File: config.mk
export PLATFORM = sky130hd
export DESIGN_NAME = serial_adder_ctrl
export DESIGN_NICKNAME = d
export VERILOG_FILES = /design/src/rtl/serial_adder_ctrl.sv
export SDC_FILE = /design/constraint.sdc
export NUM_CORES = 1
export LEC_CHECK = 0
export CAP_MARGIN = 10
export CORE_UTILIZATION = 50
export CTS_CLUSTER_DIAMETER = 60
export DETAILED_ROUTE_END_ITERATION = 8
export PLACE_DENSITY = 0.94
export SLEW_MARGIN = 30
export SYNTH_ARGS = -nofsm -noshare
export SYNTH_HDL_FRONTEND = slang
export SYNTH_SLANG_ARGS = --single-unit
File: constraint.sdc
create_clock -name clk -period 2.6 [get_ports clk]
set_input_delay 0.52 -clock clk [delete_from_list [all_inputs] [get_ports clk]]
set_output_delay 0.52 -clock clk [all_outputs]
set_load 0.01 [all_outputs]
File: src/rtl/serial_adder_ctrl.sv
// -----------------------------------------------------------------------------
// serial_adder_ctrl
//
// Bit-serial adder controller. An accepted start latches operands A and B and
// the initial carry. The controller then presents one bit pair per cycle,
// LSB first, to an external full-adder cell. It collects the returned sum bit
// into a result register and feeds the returned carry back in on the next
// cycle. After WIDTH bits it pulses done for one cycle. The final sum, carry
// out and signed overflow are held until the next accepted start.
//
// Ports
//   clk      in   1      clock, all state updates on the rising edge
//   rst      in   1      synchronous active-high reset, has priority over start
//   start    in   1      begin an addition (accepted only in IDLE)
//   a, b     in   WIDTH  operands
//   cin      in   1      initial carry-in
//   fa_a     out  1      A bit to the full-adder cell (0 outside RUN)
//   fa_b     out  1      B bit to the full-adder cell (0 outside RUN)
//   fa_rin   out  1      carry to the full-adder cell (0 outside RUN)
//   fa_s     in   1      sum bit from the full-adder cell (combinational)
//   fa_rout  in   1      carry-out from the full-adder cell
//   busy     out  1      high for the WIDTH cycles of RUN
//   done     out  1      one-cycle pulse, result valid
//   sum      out  WIDTH  A+B+cin mod 2^WIDTH (partial shift value during RUN)
//   cout     out  1      final carry-out
//   ovf      out  1      signed overflow (carry into MSB xor carry out of MSB)
// -----------------------------------------------------------------------------
module serial_adder_ctrl #(
  parameter int WIDTH = 8
) (
  input  logic             clk,
  input  logic             rst,
  input  logic             start,
  input  logic [WIDTH-1:0] a,
  input  logic [WIDTH-1:0] b,
  input  logic             cin,
  output logic             fa_a,
  output logic             fa_b,
  output logic             fa_rin,
  input  logic             fa_s,
  input  logic             fa_rout,
  output logic             busy,
  output logic             done,
  output logic [WIDTH-1:0] sum,
  output logic             cout,
  output logic             ovf
);

  localparam int CNT_W = $clog2(WIDTH);
  localparam logic [CNT_W-1:0] LAST_BIT = CNT_W'(WIDTH - 1);

  typedef enum logic [1:0] {
    S_IDLE,
    S_RUN,
    S_DONE
  } state_t;

  state_t             state;
  state_t             state_nxt;
  logic [WIDTH-1:0]   a_sh;
  logic [WIDTH-1:0]   b_sh;
  logic [WIDTH-1:0]   sum_sh;
  logic               carry;
  logic [CNT_W-1:0]   cnt;
  logic               cout_q;
  logic               ovf_q;
  logic               accept;
  logic               last_bit;

  assign accept   = (state == S_IDLE) && start;
  assign last_bit = (state == S_RUN) && (cnt == LAST_BIT);

  // NOTE: sequential state uses non-blocking assignments so every register
  // samples pre-edge values; blocking here would chain updates within a cycle.
  always_ff @(posedge clk) begin
    if (rst) state <= S_IDLE;
    else     state <= state_nxt;
  end

  // NOTE: next state is defaulted before the case so no path leaves it
  // unassigned, which would otherwise infer a latch.
  always_comb begin
    state_nxt = state;
    case (state)
      S_IDLE:  if (start) state_nxt = S_RUN;
      S_RUN:   if (last_bit) state_nxt = S_DONE;
      S_DONE:  state_nxt = S_IDLE;
      default: state_nxt = S_IDLE;
    endcase
  end

  // NOTE: the operand/result registers are reset too, because after reset
  // sum must read zero and the full-adder pins must not carry stale bits.
  always_ff @(posedge clk) begin
    if (rst) begin
      a_sh   <= '0;
      b_sh   <= '0;
      sum_sh <= '0;
      carry  <= 1'b0;
      cnt    <= '0;
      cout_q <= 1'b0;
      ovf_q  <= 1'b0;
    end else if (accept) begin
      a_sh  <= a;
      b_sh  <= b;
      carry <= cin;
      cnt   <= '0;
    end else if (state == S_RUN) begin
      // Sum bits enter at the MSB, so after WIDTH shifts bit 0 sits at the LSB.
      sum_sh <= {fa_s, sum_sh[WIDTH-1:1]};
      a_sh   <= a_sh >> 1;
      b_sh   <= b_sh >> 1;
      carry  <= fa_rout;
      cnt    <= cnt + 1'b1;
      if (last_bit) begin
        // carry currently holds the carry into the MSB position.
        cout_q <= fa_rout;
        ovf_q  <= carry ^ fa_rout;
      end
    end
  end

  always_comb begin
    fa_a   = 1'b0;
    fa_b   = 1'b0;
    fa_rin = 1'b0;
    if (state == S_RUN) begin
      fa_a   = a_sh[0];
      fa_b   = b_sh[0];
      fa_rin = carry;
    end
  end

  assign busy = (state == S_RUN);
  assign done = (state == S_DONE);
  assign sum  = sum_sh;
  assign cout = cout_q;
  assign ovf  = ovf_q;

endmodule

==> flow_results.org <==
** Route
- In this run the remaining antenna-violating nets after routing total 0.
- Via-to-Cell Ratio :: around 5.4
- In the routed design, unresolved DRC markers number 0.
- Detailed-route wire length :: ~2.9 mm
- For this run, the detailed router's first-pass iteration total came to 4.
- Detailed-route wire length per cell :: ~13 um
- Drt first-iter violations :: 16
- The routed layout has around 1.2k vias.

** Setup path
- Path type of the worst setup path :: reg -> out
- Critical Path Max Stage Delay :: between 500 and 600 ps
- Walking the worst path, the cells encountered are nand2b_1, inv_2, and2_1, clkdlybuf4s50_1.
- Worst EP arrival :: about 1900 ps
- Nature of the critical path startpoint :: register
- Delay-heaviest family, CP :: buffers and inverters
- Number of buffers and inverters on the critical path :: 2
- Slowest CP cell :: clkdlybuf4s50_1
- Worst setup EP type :: output port
- In this run the worst path has a maximum fanout of 17.
- Required time of the critical path :: approximately 2100 ps

** Pwr
- The analysis attributes to cell leakage a power of around 0.7 nW.
- Summed over all nets, the switching power comes to 0.000256 W.
- Power density cells :: ~590 mW/mm^2
- Total internal power :: 0.000788 W
- Of the total power, the share spent switching nets is 0.245.
- Maximum vdd drop :: between 0.0005 and 0.0006 V
- Proportion of power drawn by the clock network :: 0.355
- Power after layout :: ~0.0010 W
- Sequential share of power :: 0.511
- Logic pwr share :: 0.134

** Clock tree
- After clock tree synthesis, the repair step resized 0 gates.
- TritonCTS Buffers :: 5
- Clock-pin slew on the worst setup and hold paths :: approximately 100 ps
- The clock reaches the later pin of the worst-skew pair after around 330 ps.
- Number of levels the H-tree was split into :: 2
- Post-CTS Hold Buffers :: 0
- The clock passes through at most 2 buffers.
- The tree is rooted in a clkbuf_4.
- Clock sink count :: 32
- Post-CTS timing repair inserted 0 buffers for setup.
- TritonCTS built the clock tree.

** STA
- Number of hold violations in the final report :: 0
- Setup violations remaining at the end of the flow were counted as 0.
- Final hold analysis gives a worst-case slack of around 470 ps.
- Static timing analysis puts the maximum clock frequency at around 400 MHz.
- Setup repair after global routing left no endpoint under its margin.
- Of the available clock period, the critical path in the final layout requires 0.936.
- Measured against its own limit, the worst slew margin works out to 0.459.
- At the pin with the least slew margin, the transition time is slightly above 800 ps.
- On the final layout, the worst clock skew is ~8 ps.
- Final Critical Period :: 2430 ps
- Fin Setup TNS :: 0 ps
- Count of final max-slew check failures :: 0

** Final layout
- Once layout is complete, the cells apart from fillers number 228.
- Most common library cell in the layout ignoring fill and taps :: nor2_1
- Area delta synth->final :: 30.3%
- Leaving out fill and tap cells, the most frequent cells in the layout are nor2_1, clkdlybuf4s50_1, dfxtp_1.
- In the final layout, the share of cells above drive strength 1 is 0.121.
- Number of antenna cells inserted :: 0
- Final net count :: around 220
- Post-route design area :: ~0.0018 sq mm

** Place
- Post-place instance area :: roughly 0.0017 sq mm
- Cell count after placement :: 220
- PortBufs :: 36
- HPWL after detailed placement :: slightly above 2 mm
- Placer Congestion :: 0.723

** Global routing
- Across every metal layer, demand over resource in global routing totals 0.228.
- Maximum number of pins on one net before global-route repair :: 24
- The number of global-route vias before repair came to about 1.2k.
- First-pass GRT wire length :: roughly 4.7 mm
- The number of antenna violations at the first check in global routing is 0.
- For this run the aggregate overflow at the end of global routing stands at 0.

** Floorplanning
- The floorplan step set the die height to between 50 and 60 um.
- After floorplanning, the core was divided into 18 placement rows.
- The floorplan step defined a core boundary enclosing 0.00252 sq mm.
- Initial standard-cell utilization of the core :: 0.540
- In this run the horizontal extent of the chip is 54.2 um.
- Full die area :: between 0.002 and 0.003 sq mm
- Number of ports placed on the die boundary :: 37

** Synth
- Counting every net in the synthesized netlist gives between 150 and 200.
- Post-synthesis area per instance :: around 8.4 sq um
- #FFs+latches synth :: 32
- The synthesized netlist occupies a cell area of 0.00136 sq mm.
- The cell count after synthesis came out at approximately 160.
- Yosys mapped the design onto 29 distinct sky130hd cell types.
- During synthesis, Yosys emitted a total of 0 warnings.
- Of the synthesized area, sequential elements account for 0.470.

** Outcome
- The flow ran to the end, and the final reports show no timing, DRC or antenna violations.

** Job
- Total of max-cap violations :: 0

** Min path
- Hold WC Path Type :: reg -> reg
==> power by group through the flow <==
stage                     Combinational (W)  Clock, W  Sequential, W
final                              0.000140  0.000370       0.000534
after global routing               0.000155  0.000396       0.000537
after CTS                          0.000141  0.000376       0.000534
after detailed placement           0.000139         0       0.000545
after global placement             0.000134         0       0.000543
after floorplan                   0.0000915         0       0.000540
==> cells in the mapped netlist (all sizes together) <==
library cell  instances  area, sq um
mux2i                 1         10.0
ha                    2         25.0
dfxtp                32          641
a211oi                1         7.51
o21ba                 1         10.0
nand3                 2         10.0
xor2                  1         8.76
inv                   1         3.75
o21bai                1         7.51
buf                   7         67.6
a22oi                 2         15.0
nor2                 50          228
o21ai                 2         10.0
or3b                  1         8.76
nand3b                3         22.5
nand2b                1         6.26
a21oi                12         60.1
clkbuf                4         16.3
and2                  3         18.8
nor2b                 2         12.5
nor4                 15          106
nand2                18         67.6
==> per-stage QoR <==
stage | setup WS [ps] | utilization
6_report | 167 | 0.704
5_1_grt | 50.1 | 0.704
4_1_cts | 146 | 0.704
3_5_place_dp | 364 | 0.674
3_3_place_gp | 451 | 0.674
2_1_floorplan | 990 | -
==> routing by layer <==
metal	GRT usage	wire (um)	vias to the layer above
met2	0.425	1540	28
met1	0.244	1220	576
met3	0.0678	125	4
li1	-	-	612
met4	0.0641	24	0
met5	0	0	-
==> registers in the layout, indices dropped and copies added (netlist names) <==
register  cells
state         2
a_sh          8
sum           8
b_sh          8
carry         1
cout          1
cnt           3
ovf           1
==> cell families (layout without fill, tap and decap cells) <==
kind of cell,count (synthesis),count (layout),synth area share
xor+xnor,1,1,0.00643
mux,1,1,0.00735
compound gates,19,19,0.0808
simple gates,95,95,0.353
flops,32,32,0.470
fa+ha+maj,2,2,0.0184
buf+inv,12,48,0.0643
==> tightest hold or removal path: stages, from the launching register on <==
cell and delay [ps]:
dfxtp_1 330, nand2_1 50, a21oi_1 50
==> area by class of cell <==
cell class,instances,area [sq um]
Multi-Input combinational cell,118,634
Clock inverter,2,35.0
Tap cell,30,37.5
Inverter,1,3.75
Sequential cell,32,641
Fill cell,198,747
Timing Repair Buffer,39,383
Clock buffer,6,41.3
==> final timing paths <==
kind	from	end	slack [ps]	cells past startpoint
worst max register to register	state[0]$_SDFFE_PP0P_	b_sh[1]$_SDFFE_PP0P_	870	3
worst min-delay path	sum[0]$_SDFFE_PP0P_	sum[0]$_SDFFE_PP0P_	470	2
worst min register to register	sum[0]$_SDFFE_PP0P_	sum[0]$_SDFFE_PP0P_	470	2
worst max-delay path	state[0]$_SDFFE_PP0P_	fa_rin	170	4
Power figures use the tool's default switching activity.
